$ cat src/rtl/ddr_rd_arb2_pkg.sv
// Shared types for the two-requester DDR read arbiter.
package ddr_arb_pkg;

    localparam int ARB_AW = 32;
    localparam int ARB_DW = 64;
    localparam int ARB_IW = 6;

    typedef enum logic [1:0] {
        IDLE = 2'd0,
        ADDR = 2'd1,
        DATA = 2'd2
    } arb_state_t;

    typedef struct packed {
        logic [ARB_IW-1:0] id;
        logic [ARB_AW-1:0] addr;
        logic [7:0]        len;
        logic [2:0]        size;
        logic [1:0]        burst;
    } ar_req_t;

endpackage

$ cat src/rtl/ddr_rd_arb2_if.sv
// AXI4 read-channel bundle (AR + R) shared by requesters and the memory side.
interface ddr_rd_arb2_if
    import ddr_arb_pkg::*;
#(
    parameter int AW = ARB_AW,
    parameter int DW = ARB_DW,
    parameter int IW = ARB_IW
);

    logic [IW-1:0] arid;
    logic [AW-1:0] araddr;
    logic [7:0]    arlen;
    logic [2:0]    arsize;
    logic [1:0]    arburst;
    logic          arvalid;
    logic          arready;

    logic [IW-1:0] rid;
    logic [DW-1:0] rdata;
    logic [1:0]    rresp;
    logic          rlast;
    logic          rvalid;
    logic          rready;

    modport master (
        output arid, araddr, arlen, arsize, arburst, arvalid,
        input  arready,
        input  rid, rdata, rresp, rlast, rvalid,
        output rready
    );

    modport slave (
        input  arid, araddr, arlen, arsize, arburst, arvalid,
        output arready,
        output rid, rdata, rresp, rlast, rvalid,
        input  rready
    );

endinterface

$ cat src/rtl/ddr_rd_arb2_rr_pick2.sv
// Two-way grant picker: force0 beats urgent, urgent beats round-robin.
module rr_pick2 (
    input  logic [1:0] valid,
    input  logic       last,
    input  logic       urgent,
    input  logic       force0,
    output logic       grant,
    output logic       grant_valid
);

    // Priority chain; 'last' is the index granted most recently, so a tie goes to the other one.
    always_comb begin
        grant       = 1'b0;
        grant_valid = |valid;
        if (force0 && valid[0]) begin
            grant = 1'b0;
        end else if (urgent && valid[1]) begin
            grant = 1'b1;
        end else if (&valid) begin
            grant = ~last;
        end else begin
            grant = valid[1];
        end
    end

endmodule

$ cat src/rtl/ddr_rd_arb2.sv
// Shares one DDR AXI read port between the CPU (s0) and the VGA fetcher (s1),
// one burst at a time, with a VGA urgent override bounded by CPU starvation.
module ddr_rd_arb2
    import ddr_arb_pkg::*;
#(
    parameter int AW       = ARB_AW,
    parameter int DW       = ARB_DW,
    parameter int IW       = ARB_IW,
    parameter int MAX_WAIT = 64
) (
    input  logic          clk,
    input  logic          rst,
    ddr_rd_arb2_if.slave  s0,
    ddr_rd_arb2_if.slave  s1,
    input  logic          s1_urgent,
    ddr_rd_arb2_if.master m
);

    localparam int CW = $clog2(MAX_WAIT + 1);

    arb_state_t    state;
    logic          grant_idx;
    logic          rr_last;
    logic [CW-1:0] starve_cnt;
    ar_req_t       ar_reg;
    ar_req_t       req_sel;

    logic pick_idx;
    logic pick_valid;
    logic force0;
    logic take;
    logic sel0;
    logic sel1;
    logic last_beat;

    assign force0 = (starve_cnt >= CW'(MAX_WAIT));

    rr_pick2 u_pick (
        .valid       ({s1.arvalid, s0.arvalid}),
        .last        (rr_last),
        .urgent      (s1_urgent),
        .force0      (force0),
        .grant       (pick_idx),
        .grant_valid (pick_valid)
    );

    // Grants are only handed out from IDLE and never while reset is held.
    assign take       = !rst && (state == IDLE) && pick_valid;
    assign s0.arready = take && !pick_idx;
    assign s1.arready = take && pick_idx;

    // Payload of whichever requester the picker chose this cycle.
    always_comb begin
        req_sel = '{id: s0.arid, addr: s0.araddr, len: s0.arlen,
                    size: s0.arsize, burst: s0.arburst};
        if (pick_idx) begin
            req_sel = '{id: s1.arid, addr: s1.araddr, len: s1.arlen,
                        size: s1.arsize, burst: s1.arburst};
        end
    end

    // Downstream AR comes straight from the latched request, so it holds through backpressure.
    assign m.arvalid = (state == ADDR);
    assign m.arid    = ar_reg.id;
    assign m.araddr  = AW'(ar_reg.addr);
    assign m.arlen   = ar_reg.len;
    assign m.arsize  = ar_reg.size;
    assign m.arburst = ar_reg.burst;

    // R beats go only to the granted requester; the other side sees a quiet channel.
    assign sel0      = (state == DATA) && !grant_idx;
    assign sel1      = (state == DATA) && grant_idx;
    assign m.rready  = (sel0 && s0.rready) || (sel1 && s1.rready);
    assign last_beat = m.rvalid && m.rready && m.rlast;

    assign s0.rvalid = sel0 && m.rvalid;
    assign s0.rid    = sel0 ? m.rid   : {IW{1'b0}};
    assign s0.rdata  = sel0 ? m.rdata : {DW{1'b0}};
    assign s0.rresp  = sel0 ? m.rresp : 2'b00;
    assign s0.rlast  = sel0 && m.rlast;

    assign s1.rvalid = sel1 && m.rvalid;
    assign s1.rid    = sel1 ? m.rid   : {IW{1'b0}};
    assign s1.rdata  = sel1 ? m.rdata : {DW{1'b0}};
    assign s1.rresp  = sel1 ? m.rresp : 2'b00;
    assign s1.rlast  = sel1 && m.rlast;

    // Burst FSM: latch the grant, present it downstream, then route beats until rlast.
    always_ff @(posedge clk) begin
        if (rst) begin
            state     <= IDLE;
            grant_idx <= 1'b0;
            rr_last   <= 1'b1;
            ar_reg    <= '0;
        end else begin
            case (state)
                IDLE: begin
                    if (pick_valid) begin
                        grant_idx <= pick_idx;
                        ar_reg    <= req_sel;
                        state     <= ADDR;
                    end
                end
                ADDR: begin
                    if (m.arready) begin
                        state <= DATA;
                    end
                end
                DATA: begin
                    if (last_beat) begin
                        rr_last <= grant_idx;
                        state   <= IDLE;
                    end
                end
                default: state <= IDLE;
            endcase
        end
    end

    // CPU wait counter: counts every cycle s0 is pending without a grant, saturating.
    always_ff @(posedge clk) begin
        if (rst) begin
            starve_cnt <= '0;
        end else if (s0.arready) begin
            starve_cnt <= '0;
        end else if (s0.arvalid && (starve_cnt < CW'(MAX_WAIT))) begin
            starve_cnt <= starve_cnt + 1'b1;
        end
    end

    // A beat outside DATA means the memory side lost track of the single outstanding burst.
    a_no_stray_beat: assert property (@(posedge clk) disable iff (rst)
        (state != DATA) |-> !m.rvalid);

endmodule

$ cat src/flat_wrapper.sv
// flat-port wrapper written by rule: the top's interface ports become plain ports
module ddr_rd_arb2_flat import ddr_arb_pkg::*;
#(
    parameter int AW       = ARB_AW,
    parameter int DW       = ARB_DW,
    parameter int IW       = ARB_IW,
    parameter int MAX_WAIT = 64
)
  (clk, rst, s1_urgent, s0_arid, s0_araddr, s0_arlen, s0_arsize, s0_arburst, s0_arvalid, s0_arready, s0_rid, s0_rdata, s0_rresp, s0_rlast, s0_rvalid, s0_rready, s1_arid, s1_araddr, s1_arlen, s1_arsize, s1_arburst, s1_arvalid, s1_arready, s1_rid, s1_rdata, s1_rresp, s1_rlast, s1_rvalid, s1_rready, m_arid, m_araddr, m_arlen, m_arsize, m_arburst, m_arvalid, m_arready, m_rid, m_rdata, m_rresp, m_rlast, m_rvalid, m_rready);
  ddr_rd_arb2_if #(.AW(AW), .DW(DW), .IW(IW)) s0_i ();
  ddr_rd_arb2_if #(.AW(AW), .DW(DW), .IW(IW)) s1_i ();
  ddr_rd_arb2_if #(.AW(AW), .DW(DW), .IW(IW)) m_i ();
  input  logic clk;
  input  logic rst;
  input  logic s1_urgent;
  input wire logic [$bits(s0_i.arid)-1:0] s0_arid;
  input wire logic [$bits(s0_i.araddr)-1:0] s0_araddr;
  input wire logic [$bits(s0_i.arlen)-1:0] s0_arlen;
  input wire logic [$bits(s0_i.arsize)-1:0] s0_arsize;
  input wire logic [$bits(s0_i.arburst)-1:0] s0_arburst;
  input wire logic [$bits(s0_i.arvalid)-1:0] s0_arvalid;
  output wire logic [$bits(s0_i.arready)-1:0] s0_arready;
  output wire logic [$bits(s0_i.rid)-1:0] s0_rid;
  output wire logic [$bits(s0_i.rdata)-1:0] s0_rdata;
  output wire logic [$bits(s0_i.rresp)-1:0] s0_rresp;
  output wire logic [$bits(s0_i.rlast)-1:0] s0_rlast;
  output wire logic [$bits(s0_i.rvalid)-1:0] s0_rvalid;
  input wire logic [$bits(s0_i.rready)-1:0] s0_rready;
  input wire logic [$bits(s1_i.arid)-1:0] s1_arid;
  input wire logic [$bits(s1_i.araddr)-1:0] s1_araddr;
  input wire logic [$bits(s1_i.arlen)-1:0] s1_arlen;
  input wire logic [$bits(s1_i.arsize)-1:0] s1_arsize;
  input wire logic [$bits(s1_i.arburst)-1:0] s1_arburst;
  input wire logic [$bits(s1_i.arvalid)-1:0] s1_arvalid;
  output wire logic [$bits(s1_i.arready)-1:0] s1_arready;
  output wire logic [$bits(s1_i.rid)-1:0] s1_rid;
  output wire logic [$bits(s1_i.rdata)-1:0] s1_rdata;
  output wire logic [$bits(s1_i.rresp)-1:0] s1_rresp;
  output wire logic [$bits(s1_i.rlast)-1:0] s1_rlast;
  output wire logic [$bits(s1_i.rvalid)-1:0] s1_rvalid;
  input wire logic [$bits(s1_i.rready)-1:0] s1_rready;
  output wire logic [$bits(m_i.arid)-1:0] m_arid;
  output wire logic [$bits(m_i.araddr)-1:0] m_araddr;
  output wire logic [$bits(m_i.arlen)-1:0] m_arlen;
  output wire logic [$bits(m_i.arsize)-1:0] m_arsize;
  output wire logic [$bits(m_i.arburst)-1:0] m_arburst;
  output wire logic [$bits(m_i.arvalid)-1:0] m_arvalid;
  input wire logic [$bits(m_i.arready)-1:0] m_arready;
  input wire logic [$bits(m_i.rid)-1:0] m_rid;
  input wire logic [$bits(m_i.rdata)-1:0] m_rdata;
  input wire logic [$bits(m_i.rresp)-1:0] m_rresp;
  input wire logic [$bits(m_i.rlast)-1:0] m_rlast;
  input wire logic [$bits(m_i.rvalid)-1:0] m_rvalid;
  output wire logic [$bits(m_i.rready)-1:0] m_rready;
  assign s0_i.arid = s0_arid;
  assign s0_i.araddr = s0_araddr;
  assign s0_i.arlen = s0_arlen;
  assign s0_i.arsize = s0_arsize;
  assign s0_i.arburst = s0_arburst;
  assign s0_i.arvalid = s0_arvalid;
  assign s0_arready = s0_i.arready;
  assign s0_rid = s0_i.rid;
  assign s0_rdata = s0_i.rdata;
  assign s0_rresp = s0_i.rresp;
  assign s0_rlast = s0_i.rlast;
  assign s0_rvalid = s0_i.rvalid;
  assign s0_i.rready = s0_rready;
  assign s1_i.arid = s1_arid;
  assign s1_i.araddr = s1_araddr;
  assign s1_i.arlen = s1_arlen;
  assign s1_i.arsize = s1_arsize;
  assign s1_i.arburst = s1_arburst;
  assign s1_i.arvalid = s1_arvalid;
  assign s1_arready = s1_i.arready;
  assign s1_rid = s1_i.rid;
  assign s1_rdata = s1_i.rdata;
  assign s1_rresp = s1_i.rresp;
  assign s1_rlast = s1_i.rlast;
  assign s1_rvalid = s1_i.rvalid;
  assign s1_i.rready = s1_rready;
  assign m_arid = m_i.arid;
  assign m_araddr = m_i.araddr;
  assign m_arlen = m_i.arlen;
  assign m_arsize = m_i.arsize;
  assign m_arburst = m_i.arburst;
  assign m_arvalid = m_i.arvalid;
  assign m_i.arready = m_arready;
  assign m_i.rid = m_rid;
  assign m_i.rdata = m_rdata;
  assign m_i.rresp = m_rresp;
  assign m_i.rlast = m_rlast;
  assign m_i.rvalid = m_rvalid;
  assign m_rready = m_i.rready;
  ddr_rd_arb2 #(.AW(AW), .DW(DW), .IW(IW), .MAX_WAIT(MAX_WAIT)) u_core (.clk(clk), .rst(rst), .s0(s0_i), .s1(s1_i), .s1_urgent(s1_urgent), .m(m_i));
endmodule
$ cat config.mk
export PLATFORM = sky130hd
export DESIGN_NAME = ddr_rd_arb2_flat
export DESIGN_NICKNAME = d
export VERILOG_FILES = /design/src/rtl/ddr_rd_arb2_pkg.sv /design/src/rtl/ddr_rd_arb2_if.sv /design/src/rtl/ddr_rd_arb2_rr_pick2.sv /design/src/rtl/ddr_rd_arb2.sv /design/src/flat_wrapper.sv
export SDC_FILE = /design/constraint.sdc
export NUM_CORES = 1
export LEC_CHECK = 0
export CORE_AREA = 2 2 151 153
export DETAILED_ROUTE_END_ITERATION = 10
export DIE_AREA = 0 0 153 155
export GPL_TIMING_DRIVEN = 0
export PLACE_DENSITY_LB_ADDON = 0.08
export REMOVE_ABC_BUFFERS = 1
export SYNTH_ARGS = -nofsm -noshare
export SYNTH_HDL_FRONTEND = slang
export SYNTH_SLANG_ARGS = --single-unit
$ cat constraint.sdc
create_clock -name clk -period 2.55 [get_ports clk]
set_clock_uncertainty 0.2 [all_clocks]
set_input_delay 0.765 -clock clk [delete_from_list [all_inputs] [get_ports clk]]
set_output_delay 0.765 -clock clk [all_outputs]
set_load 0.005 [all_outputs]
* After elaboration in Yosys (flattened, before gate mapping)
Index checks and enable logic that the tools add are counted.
** Word-level totals
- Bits of input ports :: 184
- Bits in registers :: 62
- Logic and storage cells :: 60
- Output and inout port bits :: 203
** Operators by class
- Reduce and logical (&&, ||, !) cells :: 28
- Equality and inequality tests :: 5
- Mux-type cells :: 14
- $add $sub $neg :: 1
- $lt $le $gt $ge :: 2
- Bitwise logic cells :: 1
** Operators by type and width (number)
- $mux W64 :: 2
- $mux W51 :: 1
- $logic_and A1 B1 Y1 :: 17
- $mux W6 :: 2
- $mux W2 :: 5
- $add A7 B1 Y7 const B :: 1
- $ge A7 B7 Y1 const B :: 1
- $lt A7 B7 Y1 const B :: 1
- $ne A2 B1 Y1 const B :: 3
- $pmux W2 S3 :: 1
- $reduce_and A2 Y1 :: 3
- $reduce_or A2 Y1 :: 2
- $logic_not A1 Y1 :: 3
- $mux W1 :: 3
- $reduce_and A3 Y1 :: 1
- $eq A2 B1 Y1 const B :: 1
- $eq A2 B2 Y1 const B :: 1
- $logic_not A2 Y1 :: 1
- $logic_or A1 B1 Y1 :: 1
- $not A1 Y1 :: 1

* Longest topological paths before layout
- Word-level depth :: 8
- Gate-level depth with buffers :: 6
- Gate-level depth less buffers :: 4

* Modules after synthesis
Synthesis repeated with hierarchy kept, for this count alone.
** Second synthesis, totals
- Cell total of the unflattened synthesis :: 459
- Area, all modules :: 3804.9 um^2
** Modules (own cells, without submodules)
- ddr_rd_arb2 :: sequential area each 1241.2 um^2, cells an instance 455, area each 3781.1 um^2, times used 1
- rr_pick2 :: sequential area each 0.0 um^2, cells an instance 4, area each 23.8 um^2, times used 1

* Worst setup path before layout
No wires, ideal clock.
- Path type :: input to output
- Start point :: in s1_arvalid
- End point :: out s1_arready
- Cell stages on the path :: 6
- Required time :: 1.585 ns
- Buffers on the path :: 3
- Setup slack :: -0.085 ns
- Data arrival time :: 1.670 ns
- Cell sequence :: a21bo_1 > buf_2 > or2_1 > buf_6 > buf_6 > nor2_1
** Between the ends
- Cells in the longest elaborated chain, start to end :: 5
- Elaborated cells between the ends (all ways) :: 8
- Classes of those cells :: 3 x mux; 5 x reduce/logical
** RTL lines
- start: declaration :: line flat_wrapper.sv:34 : input wire logic [$bits(s1_i.arvalid)-1:0] s1_arvalid;
- $reduce_and A2 Y1 :: line ddr_rd_arb2_rr_pick2.sv:19 : end else if (&valid) begin
- $mux W1 :: line ddr_rd_arb2_rr_pick2.sv:19
- $mux W1 :: line ddr_rd_arb2_rr_pick2.sv:17 : end else if (urgent && valid[1]) begin
- $mux W1 :: line ddr_rd_arb2_rr_pick2.sv:15 : if (force0 && valid[0]) begin
- $logic_and A1 B1 Y1 (*) :: line ddr_rd_arb2.sv:50 : assign s1.arready = take && pick_idx;
- end: declaration :: line flat_wrapper.sv:35 : output wire logic [$bits(s1_i.arready)-1:0] s1_arready;
Mark *: on every way between the ends. The rest lies on a longest branch, timed or not.

* Final worst setup path
- Start point :: reg u_core.state[0]
- End point :: out s1_rresp[0]
** Between the ends
- Cells in the longest elaborated chain, start to end :: 3
** RTL lines
- start: declaration :: line ddr_rd_arb2.sv:21 : arb_state_t state;
- start signal: assignment :: line ddr_rd_arb2.sv:91 : state <= IDLE;
- start signal: assignment :: line ddr_rd_arb2.sv:101 : state <= ADDR;
- start signal: assignment :: line ddr_rd_arb2.sv:106 : state <= DATA;
- $eq A2 B2 Y1 :: line ddr_rd_arb2.sv:72 : assign sel1 = (state == DATA) && grant_idx;
- $logic_and A1 B1 Y1 :: line ddr_rd_arb2.sv:72
- $mux W2 :: line ddr_rd_arb2.sv:85 : assign s1.rresp = sel1 ? m.rresp : 2'b00;
- end: declaration :: line flat_wrapper.sv:38 : output wire logic [$bits(s1_i.rresp)-1:0] s1_rresp;
No other way between the ends.

==> impl_metrics.ini <==
[outcome]
outcome = finished with violations
violations = setup timing

[layout]
area_growth_pct = 136
final_util_pct = 47.8
most-common-layout-cells = clkdlybuf4s50_1 (222), buf_6 (134), and2_4 (106), dfxtp_1 (59), inv_1 (55)
fill_cells = 2103
mostFrequentLayoutCell = clkdlybuf4s50_1
drive_above_1_share_pct = 45.6
fin_nets = 1157

[pwr]
switching_share_pct = 29.2
finalPower_uw = 4300
power_density_nw_per_um2 = 405
p_int_uw = 3050
switchingPower_uw = 1260
ir_worst_vdd_uv = 310
p_clk_share_pct = 33.3
p_leak_uw = 0.00436
p_seq_share_pct = 26.4
combPwrFrac_pct = 40.3

[global_route]
overflow = 0
antenna_found_initial = 1
grt_pass1_vias = 6267
grt_usage_pct = 23.6
grt_pass1_wl_um = 42000
grt_max_degree = 53

[route]
drtIter0Drc = 269
final_antenna_net_count = 0
dr.pass1.iters = 4
vias = 5914
routed_wl_um = 28800
drc = 0
wl_per_cell_um = 22.8
viasPerCell = 4.68

[timing]
hold_viol = 0
slew_violations = 0
hold_slack_ns = 0.303
post-route-period-util_pct = 106
worstMarginPinSlew_ns = 0.928
period_needed_ns = 2.69
rsz0062_at_grt = yes
fmax_ghz = 0.371
setup_viol = 108
tns_ns = -6.89
setup_slack_ns = -0.145
max-slew-margin-rel_pct = 38.1

[setup_path]
start_kind = flop
crit_fanout = 5
slowest_delay_ns = 0.36
crit_path_cell_trace = and3b_2, buf_12, buf_12, buf_16, buf_6, and2_4, buf_6
required_ns = 1.59
cp-end-kind = primary output
crit_type = flop to primary output
cp.arrival_ns = 1.73
cpMaxStageDelayCell = dfxtp_4

[floorplan]
dieWidth_um = 153
placementRows = 55
core_um2 = 22200
pin_count = 387
dieArea_um2 = 23700
start_util_pct = 20.2
die_y_um = 155

[logic_synthesis]
yosysSeqAreaShare_pct = 27.6
synth_edf_count = 0
netlist_instances = 531
yosys.area.top_type = dfxtp_1
synth_top_area_share_pct = 27.6
synth-seq-cells = 62
syn_area_per_cell_um2 = 8.47
synth_async_sr_flop_share_pct = 0
syn-cell-area_um2 = 4500
yosys_warnings = 0
yosysUniqueCellTypes = 37
synthTopCellsByArea = dfxtp_1 (28%), and2_1 (21%), o221ai_2 (16%)
ys.flop_type = dfxtp_1

[clock_tree]
cts_root_buffer = clkbuf_16
clk_pin_slew_ns = 0.06
cts_buffers = 9
htree_levels = 3
cts.sinks = 62
clkLatencyLatePin_ns = 0.34
cts_buffer_depth = 2
cts_tree = yes

[placement]
place_congestion = 0.878
hpwl_um = 17100
portBuffers = 386

[job]
cap_violations = 0

[hold_path]
min_path_type = flop to flop
-- synthesized netlist by cell type (2+ instances only) --
| library cell | n |
|---|---|
| and2_1 | 148 |
| dfxtp_1 | 62 |
| inv_1 | 55 |
| nand3_1 | 52 |
| o2111ai_1 | 51 |
| o221ai_2 | 48 |
| clkbuf_1 | 32 |
| buf_2 | 18 |
| buf_6 | 8 |
| nor2_1 | 6 |
| buf_4 | 5 |
| nor3_1 | 4 |
| a211oi_1 | 3 |
| mux2i_1 | 3 |
| nand2_1 | 3 |
| o21ai_0 | 3 |
| o221ai_1 | 3 |
| or3_1 | 3 |
| and3b_1 | 2 |
| buf_1 | 2 |
| nand3b_1 | 2 |
| nor2b_1 | 2 |
| xnor2_1 | 2 |
-- layout make-up --
cell class | count | area (um^2) | share of cell area [%]
well taps | 285 | 357 | 3.36
clock inverters | 6 | 109 | 1.02
repair buffers | 491 | 5400 | 50.8
flip-flops and latches | 62 | 1250 | 11.8
diodes | 1 | 2.50 | 0.0236
inverters | 55 | 206 | 1.94
multi-input cells | 353 | 3070 | 28.9
clock buffers | 10 | 229 | 2.15
-- worst paths after layout --
kind	from	to	slack (ns)	cells past startpoint
hold / removal	u_core.starve_cnt[5]	u_core.starve_cnt[5]	0.30	2
setup reg to reg	u_core.state[0]	u_core.m.araddr[3]	0.27	5
setup / recovery	u_core.state[0]	s1_rresp[0]	-0.14	7
hold reg to reg	u_core.starve_cnt[5]	u_core.starve_cnt[5]	0.30	2
-- worst max-delay path: cells and delay by family, from the launching register on --
kind | cells | cell delay [ns]
buffers and inverters | 5 | 0.65
DFF | 1 | 0.36
and+or+nand+nor | 2 | 0.37
-- metrics by stage --
stage | area (um^2) | instances | worst slack [ns]
6_report | 10600 | 1263 | -0.145
5_1_grt | 10600 | 1263 | -0.181
4_1_cts | 10300 | 1254 | -0.216
3_5_place_dp | 8580 | 1145 | -1.79
3_3_place_gp | 8370 | 1137 | -6.25
2_1_floorplan | 4150 | 466 | -3.03
-- flip-flops by register name, indices dropped and copies added (netlist names) --
register           count
u_core.grant_idx       1
u_core.m.araddr       32
u_core.m.arburst       2
u_core.m.arid          6
u_core.m.arlen         8
u_core.m.arsize        3
u_core.rr_last         1
u_core.starve_cnt      7
u_core.state           2
-- what timing repair did --
action                                  4_1_cts  5_1_grt
endpoints found under the hold margin         0        0
gates resized for setup                     813      102
pin swaps                                    72       30
gates cloned                                 21        2
endpoints found under the setup margin      210      148
buffers inserted                             74       15
hold buffers                                  0        0
-- metal layers --
| metal | wire [um] | track usage, % | vias to the layer above |
|---|---|---|---|
| li1 | - | - | 2803 |
| met1 | 12300 | 29.6 | 2880 |
| met2 | 14500 | 41.6 | 205 |
| met3 | 1590 | 5.93 | 26 |
| met4 | 444 | 3.62 | 0 |
| met5 | 0 | 0 | - |
-- power by group through the flow --
| stage | Sequential, uW | Combinational [uW] | Clock [uW] |
|---|---|---|---|
| floorplan | 1160 | 470 | 0 |
| global placement | 1150 | 1250 | 0 |
| detailed placement | 1160 | 1310 | 0 |
| CTS | 1140 | 1680 | 1470 |
| global route | 1150 | 1840 | 1520 |
| finish | 1140 | 1730 | 1430 |
-- kinds of logic (layout without fill, tap and decap cells) --
| family | Yosys count | in the layout | share of synthesized area, % |
|---|---|---|---|
| and+or+nand+nor | 227 | 230 | 29.8 |
| buffers and inverters | 120 | 562 | 12.3 |
| AOI/OAI and AO/OA | 116 | 117 | 29.0 |
| DFF | 62 | 62 | 27.6 |
| muxes | 3 | 3 | 0.668 |
| xor gates and xnor gates | 2 | 2 | 0.390 |
| adders and majority gates | 1 | 1 | 0.278 |
| other | 0 | 1 | 0 |
(Power assumes the default switching activity.)
